`src/rtl/seq_detect_param.sv`:
```
// seq_detect_param: serial sequence detector against a runtime-loadable
// PAT_W-bit pattern. Supports overlapping / non-overlapping detection, a
// din_valid qualifier for gaps in the stream, a same-cycle (Mealy) match and
// a registered match_q.
//
// Optional feature macro: SEQDET_MATCH_CNT_EN
//   defined   -> saturating match counter driven on match_cnt, cleared by cnt_clr
//   undefined -> no counter flops, match_cnt tied to 0, cnt_clr ignored
//
// Input qualifier: din is consumed on a rising edge only when din_valid is
// high and pat_load is low. There is no backpressure; the block always accepts.
module seq_detect_param #(
    parameter int                 PAT_W   = 4,
    parameter logic [PAT_W-1:0]   PAT_RST = PAT_W'(4'b1010),
    parameter int                 CNT_W   = 8
) (
    input  logic             clk,
    input  logic             rst,
    input  logic             din,
    input  logic             din_valid,
    input  logic             overlap,
    input  logic             pat_load,
    input  logic [PAT_W-1:0] pat_in,
    input  logic             cnt_clr,
    output logic             match,
    output logic             match_q,
    output logic [CNT_W-1:0] match_cnt
);

    // fill only needs to reach PAT_W-1, which fits in clog2(PAT_W) bits
    localparam int FILL_W = (PAT_W > 2) ? $clog2(PAT_W) : 1;
    localparam logic [FILL_W-1:0] FILL_FULL = FILL_W'(PAT_W - 1);

    logic [PAT_W-2:0]  hist;
    logic [FILL_W-1:0] fill;
    logic [PAT_W-1:0]  pat;
    logic [PAT_W-1:0]  window;
    logic              accept;

    // A pattern load steals the cycle: din is dropped and no match is possible
    assign accept = din_valid & ~pat_load;
    assign window = {hist, din};
    assign match  = accept & (fill == FILL_FULL) & (window == pat);

    // History, fill level and pattern register
    always_ff @(posedge clk or negedge rst) begin
        if (!rst) begin
            hist <= '0;
            fill <= '0;
            pat  <= PAT_RST;
        end else if (pat_load) begin
            pat  <= pat_in;
            fill <= '0;
        end else if (din_valid) begin
            // newest bit enters the LSB; oldest bit of the window falls off
            hist <= window[PAT_W-2:0];
            if (match && !overlap) begin
                // matched bits are consumed and cannot start the next match
                fill <= '0;
            end else if (fill != FILL_FULL) begin
                fill <= fill + FILL_W'(1);
            end
        end
    end

    // Registered copy of the Mealy match
    always_ff @(posedge clk or negedge rst) begin
        if (!rst) begin
            match_q <= 1'b0;
        end else begin
            match_q <= match;
        end
    end

`ifdef SEQDET_MATCH_CNT_EN
    logic [CNT_W-1:0] cnt;

    // Saturating match counter; a clear coinciding with a match leaves 1
    always_ff @(posedge clk or negedge rst) begin
        if (!rst) begin
            cnt <= '0;
        end else if (cnt_clr) begin
            cnt <= match ? CNT_W'(1) : '0;
        end else if (match && (cnt != {CNT_W{1'b1}})) begin
            cnt <= cnt + CNT_W'(1);
        end
    end

    assign match_cnt = cnt;
`else
    logic unused_cnt_clr;

    assign unused_cnt_clr = cnt_clr;
    assign match_cnt      = '0;
`endif

endmodule

```
`config.mk`:
```
export PLATFORM = sky130hd
export DESIGN_NAME = seq_detect_param
export DESIGN_NICKNAME = d
export VERILOG_FILES = /design/src/rtl/seq_detect_param.sv
export SDC_FILE = /design/constraint.sdc
export NUM_CORES = 1
export LEC_CHECK = 0
export CORE_MARGIN = 5
export CORE_UTILIZATION = 42
export DETAILED_ROUTE_END_ITERATION = 6
export PLACE_DENSITY_LB_ADDON = 0.05
export SYNTH_ARGS = -nofsm -noshare
export SYNTH_HDL_FRONTEND = slang
export SYNTH_SLANG_ARGS = --single-unit
```
`constraint.sdc`:
```
create_clock -name clk -period 1.89 [get_ports clk]
set_input_delay 0.4725 -clock clk [delete_from_list [all_inputs] [get_ports clk]]
set_output_delay 0.4725 -clock clk [all_outputs]
set_load 0.01 [all_outputs]
```
Word level (Yosys, flattened, before mapping). Cells that the tools add are included.

Register bits after elaboration: 10. Output and inout bits: 10.

Add/subtract/negate cells: 1. Eq/ne operators: 3. Muxes and demuxes: 4. Bitwise operators: 4. Reduce and logical (&&, ||, !) cells: 6.

Operators by type and width (number): $mux W2 (4); $eq A4 B4 Y1 (1); $reduce_and A2 Y1 (2); $and A1 B1 Y1 (3); $reduce_bool A3 Y1 (1); $add A2 B1 Y2 const B (1); $eq A2 B2 Y1 const B (1); $ne A2 B2 Y1 const B (1); $reduce_bool A2 Y1 (1); $logic_and A1 B1 Y1 (1); $logic_not A1 Y1 (1); $not A1 Y1 (1).

Longest topological paths before layout.
Word-level depth: 8. Gate-level depth with buffers: 5.

Worst setup path before layout. Ideal clock, no wire load.

Path kind: input -> output. Start point: input port pat_load. End point: output port match. Data arrival time: 1.335 ns. Required time: 1.417 ns. Slack: 0.083 ns. Cell stages on the path: 4. Buffers on the path: 1. Cell sequence: buf_6 > nand2b_4 > or3b_4 > nor2_1.

Word-level cells in the longest chain between the ends: 4.

Ends and longest elaborated chain: start, declared (line 22) `input logic pat_load,`; $not A1 Y1 (no line); $and A1 B1 Y1 (line 41) `assign accept = din_valid & ~pat_load;`; $and A1 B1 Y1 (2 in a row) (line 43) `assign match = accept & (fill == FILL_FULL) & (window == pat);`; end, declared (line 25) `output logic match,`.

No other way between the ends.

Final worst setup path.
Start point: register pat[1]. End point: output port match.

Word-level cells in the longest chain between the ends: 2.

Ends and longest elaborated chain: start, declared (line 36) `logic [PAT_W-1:0] pat;`; start signal, assigned (line 52) `pat <= pat_in;`; $eq A4 B4 Y1 (line 43); $and A1 B1 Y1 (line 43).

No other way between the ends.

==> flow_summary_export.csv <==
group,metric,value,unit
status,outcome,"finished with violations",
status,violations,"negative setup slack",
floorplanning,row_count,13,
sta,timing.hold.ws,0.527,ns
sta,grt_setup_unrepaired,"true",
floorplanning,placeableCoreArea,1280,sq um
layout,fraction_of_layout_instances_using_a_drive_strength_above_1,41.4,%
worst_setup_path,required,1.42,ns
clock_network,worst_skew_pair_latency,0.25,ns
worst_setup_path,worst_ep_arrival_time,1.48,ns
place,place_congestion,0.897,
routing,routed_wl,1.21,mm
sta,timing.final.crit_share,103,%
worst_setup_path,critical_path.reg2reg.startpoint,"pat[1]",
worst_setup_path,worst_setup_path_endpoint,"match",
hold_path,hp-class,"input port to asynchronous set/reset pin",
sta,final_critical_path_setup_slack,-0.0648,ns
pwr,power_density,740,nW/um^2
global_routing,maximum_number_of_pins_on_one_net_before_global_route_repair,11,
synth,postSynthRegisterBits,10,
floorplanning,die-width,46.8,microns
place,hpwl,1000,microns
worst_setup_path,highest_net_fanout_along_the_worst_path,2,
synth,synthesis.instances,48,
floorplanning,die-area,2190,sq um
layout,stdcell_area,763,sq um
floorplanning,pin_count,21,
worst_setup_path,timing.critical_path.max_delay_family,"flip-flops",
worst_setup_path,setup.worst_path.start_class,"flop",
worst_setup_path,path_depth,4,
global_routing,first_global_vias,482,
synth,post_synth_num_cell_types,24,
layout,fill_cells,110,
clock_network,htreeDepth,1,
layout,diodes,0,
layout,multiInputGateArea,280,sq um
routing,routed_wire_length_per_instance,14.2,microns
synth,syn-cell-area,569,sq um
worst_setup_path,r2r_end,"fill[1]",
synth,ys.warnings.count,0,
layout,area_growth,34.1,%
pwr,ir_drop,0.486,mV
worst_setup_path,critical_path_buf_inv_count,1,
place,place_area,713,sq um
job,cap_viol_max_count,0,
floorplanning,die_height,46.8,microns
sta,setup_viol,1,
clock_network,root_buffer,"sky130_fd_sc_hd__clkbuf_4",
synth,sequential_fraction_of_the_synthesis_area,44.4,%
clock_network,clock_tree.buffer_depth,2,
floorplanning,floorplan.initialDensity,44.3,%
routing,antenna_left,0,
routing,starting_drt_drc_count,1,
global_routing,antenna_found_initial,0,
sta,final.setup_skew,0.00242,ns
worst_setup_path,critPathLaunch,"pat[1]",
worst_setup_path,timing.critical_path.slowest_cell_delay,0.54,ns
worst_setup_path,critical_path.cell_chain,"xor2_1 > or3b_4 > nor2_4 > buf_6",
sta,fin_tns_setup,-0.0648,ns
clock_network,tritoncts_num_sinks,10,
global_routing,grt_pass1_wl,2.10,mm
global_routing,grt_overflow,0,
worst_setup_path,r2r_slack,0.21,ns
routing,vias_per_cell,4.79,
sta,timing_max_transition_violations_final,0,
worst_setup_path,cpMaxStageDelayCell,"sky130_fd_sc_hd__dfstp_2",
layout,numnets_final,84,
layout,seq_area,253,sq um
clock_network,cts_tree,"yes",
pwr,total_leakage_power,0.343,nW
place,placement.io_buffers,11,
global_routing,grt.total_usage,14.1,%
clock_network,hold_buffers,0,
routing,route.vias.total,407,
sta,finalHoldViolCount,0,
clock_network,cts-buffers-inserted,3,
sta,max_freq,512,MHz
worst_setup_path,reg2reg_path_depth,6,
clock_network,path_clk_slew,0.06,ns
worst_setup_path,critPathCaptureType,"output port",
synth,synthesis.area_per_instance,11.9,sq um
routing,post-route-drc-count,0,
sta,fin_crit,1.95,ns
worst_setup_path,critical_path_class,"flop to output port",
routing,first_pass_iteration_count_of_the_detailed_router,4,
==> layer usage <==
layer | GRT usage (%) | part of all wire [%] | up-vias
li1 | - | - | 192
met4 | 5.52 | 1.6 | 0
met1 | 14.2 | 35 | 195
met5 | 0 | 0 | -
met3 | 3.83 | 7.3 | 2
met2 | 26.8 | 56 | 18
==> cells in the final DEF, fill, tap and decap left out <==
cell type / instances
sky130_fd_sc_hd__a21bo_2: 1
sky130_fd_sc_hd__a22oi_1: 1
sky130_fd_sc_hd__a311oi_1: 1
sky130_fd_sc_hd__buf_4: 10
sky130_fd_sc_hd__buf_6: 1
sky130_fd_sc_hd__clkbuf_4: 3
sky130_fd_sc_hd__clkdlybuf4s15_1: 1
sky130_fd_sc_hd__clkdlybuf4s50_1: 8
sky130_fd_sc_hd__conb_1: 8
sky130_fd_sc_hd__dfrtp_1: 8
sky130_fd_sc_hd__dfstp_2: 2
sky130_fd_sc_hd__dlygate4sd2_1: 1
sky130_fd_sc_hd__ha_1: 1
sky130_fd_sc_hd__inv_1: 1
sky130_fd_sc_hd__mux2_2: 7
sky130_fd_sc_hd__nand2_1: 1
sky130_fd_sc_hd__nand2b_4: 1
sky130_fd_sc_hd__nand3_2: 1
sky130_fd_sc_hd__nand3b_1: 1
sky130_fd_sc_hd__nor2_4: 1
sky130_fd_sc_hd__nor2b_1: 1
sky130_fd_sc_hd__nor3b_1: 1
sky130_fd_sc_hd__nor4_1: 1
sky130_fd_sc_hd__o21ai_0: 1
sky130_fd_sc_hd__or2_2: 1
sky130_fd_sc_hd__or3b_4: 1
sky130_fd_sc_hd__xnor2_1: 4
sky130_fd_sc_hd__xor2_1: 1
==> power breakdown <==
| part | switching, W | internal (W) |
|---|---|---|
| registers | 0.0000217 | 0.000248 |
| logic | 0.0000656 | 0.0000932 |
| clock network | 0.0000631 | 0.0000730 |
==> Yosys cell counts <==
cell type	n	area [sq um]
sky130_fd_sc_hd__dfstp_2	2	52.6
sky130_fd_sc_hd__buf_4	8	60.1
sky130_fd_sc_hd__xor2_1	1	8.76
sky130_fd_sc_hd__dfrtp_1	8	200
sky130_fd_sc_hd__conb_1	1	3.75
sky130_fd_sc_hd__nor3b_1	1	7.51
sky130_fd_sc_hd__a311oi_1	1	8.76
sky130_fd_sc_hd__nor4_1	1	6.26
sky130_fd_sc_hd__nand2b_4	1	13.8
sky130_fd_sc_hd__nand3_1	1	5.00
sky130_fd_sc_hd__mux2_2	7	78.8
sky130_fd_sc_hd__or3b_4	1	11.3
sky130_fd_sc_hd__nor2_1	1	3.75
sky130_fd_sc_hd__o21ai_0	1	5.00
sky130_fd_sc_hd__a21bo_2	1	10.0
sky130_fd_sc_hd__nor2b_1	1	6.26
sky130_fd_sc_hd__buf_6	1	11.3
sky130_fd_sc_hd__xnor2_1	4	35.0
sky130_fd_sc_hd__a22oi_1	1	7.51
sky130_fd_sc_hd__nand2_1	1	3.75
sky130_fd_sc_hd__or2_2	1	6.26
sky130_fd_sc_hd__ha_1	1	12.5
sky130_fd_sc_hd__inv_1	1	3.75
sky130_fd_sc_hd__nand3b_1	1	7.51
==> how the worst min path moves through the flow <==
stage | end | cells past startpoint | slack (ns)
floorplan | fill[0] | 0 | 0.18
global placement | hist[2] | 1 | 0.51
detailed placement | hist[2] | 1 | 0.52
CTS | match_q | 1 | 0.53
global route | match_q | 1 | 0.57
finish | match_q | 1 | 0.53
==> sequential cells by signal, summed over array words and instances, names as in the netlist <==
name	count
fill	2
hist	3
match_q	1
pat	4
==> metrics by stage <==
step | power [W] | utilization, % | std cells | setup WS [ns]
final | 0.000565 | 59.4 | 85 | -0.0648
after floorplan | 0.000369 | - | 55 | 0.0826
after CTS | 0.000565 | 58.8 | 84 | -0.0838
after global placement | 0.000409 | 55.5 | 80 | -0.678
after global routing | 0.000604 | 59.4 | 85 | -0.128
after detailed placement | 0.000419 | 55.5 | 80 | -0.709
==> worst register-to-register path, cell delays in order (launching register included) <==
cell and delay [ns]:
sky130_fd_sc_hd__dfstp_2 0.54, sky130_fd_sc_hd__xor2_1 0.08, sky130_fd_sc_hd__or3b_4 0.40, sky130_fd_sc_hd__buf_4 0.14, sky130_fd_sc_hd__buf_4 0.12, sky130_fd_sc_hd__nor4_1 0.19, sky130_fd_sc_hd__nand3b_1 0.14
==> repair_timing <==
action,CTS,global route
pin swaps,2,1
buffers inserted,1,1
setup endpoints to repair,1,1
resized for setup,11,0
==> layout make-up <==
cell class              instances  share of cell area, %
repair buffers                 21                   24.3
inverters                       1                  0.492
multi-input cells              35                   36.7
well taps                      15                   2.46
flip-flops and latches         10                   33.1
clock buffers                   3                   2.95
==> logic make-up after synthesis <==
kind of cell	count (synthesis)	synth area share, %
DFF	10	44.4
other	1	0.659
adders and majority gates	1	2.20
muxes	7	13.8
xor gates and xnor gates	5	7.69
buffers and inverters	10	13.2
and+or+nand+nor	10	12.5
AOI/OAI and AO/OA	4	5.49
(Power assumes the default switching activity.)
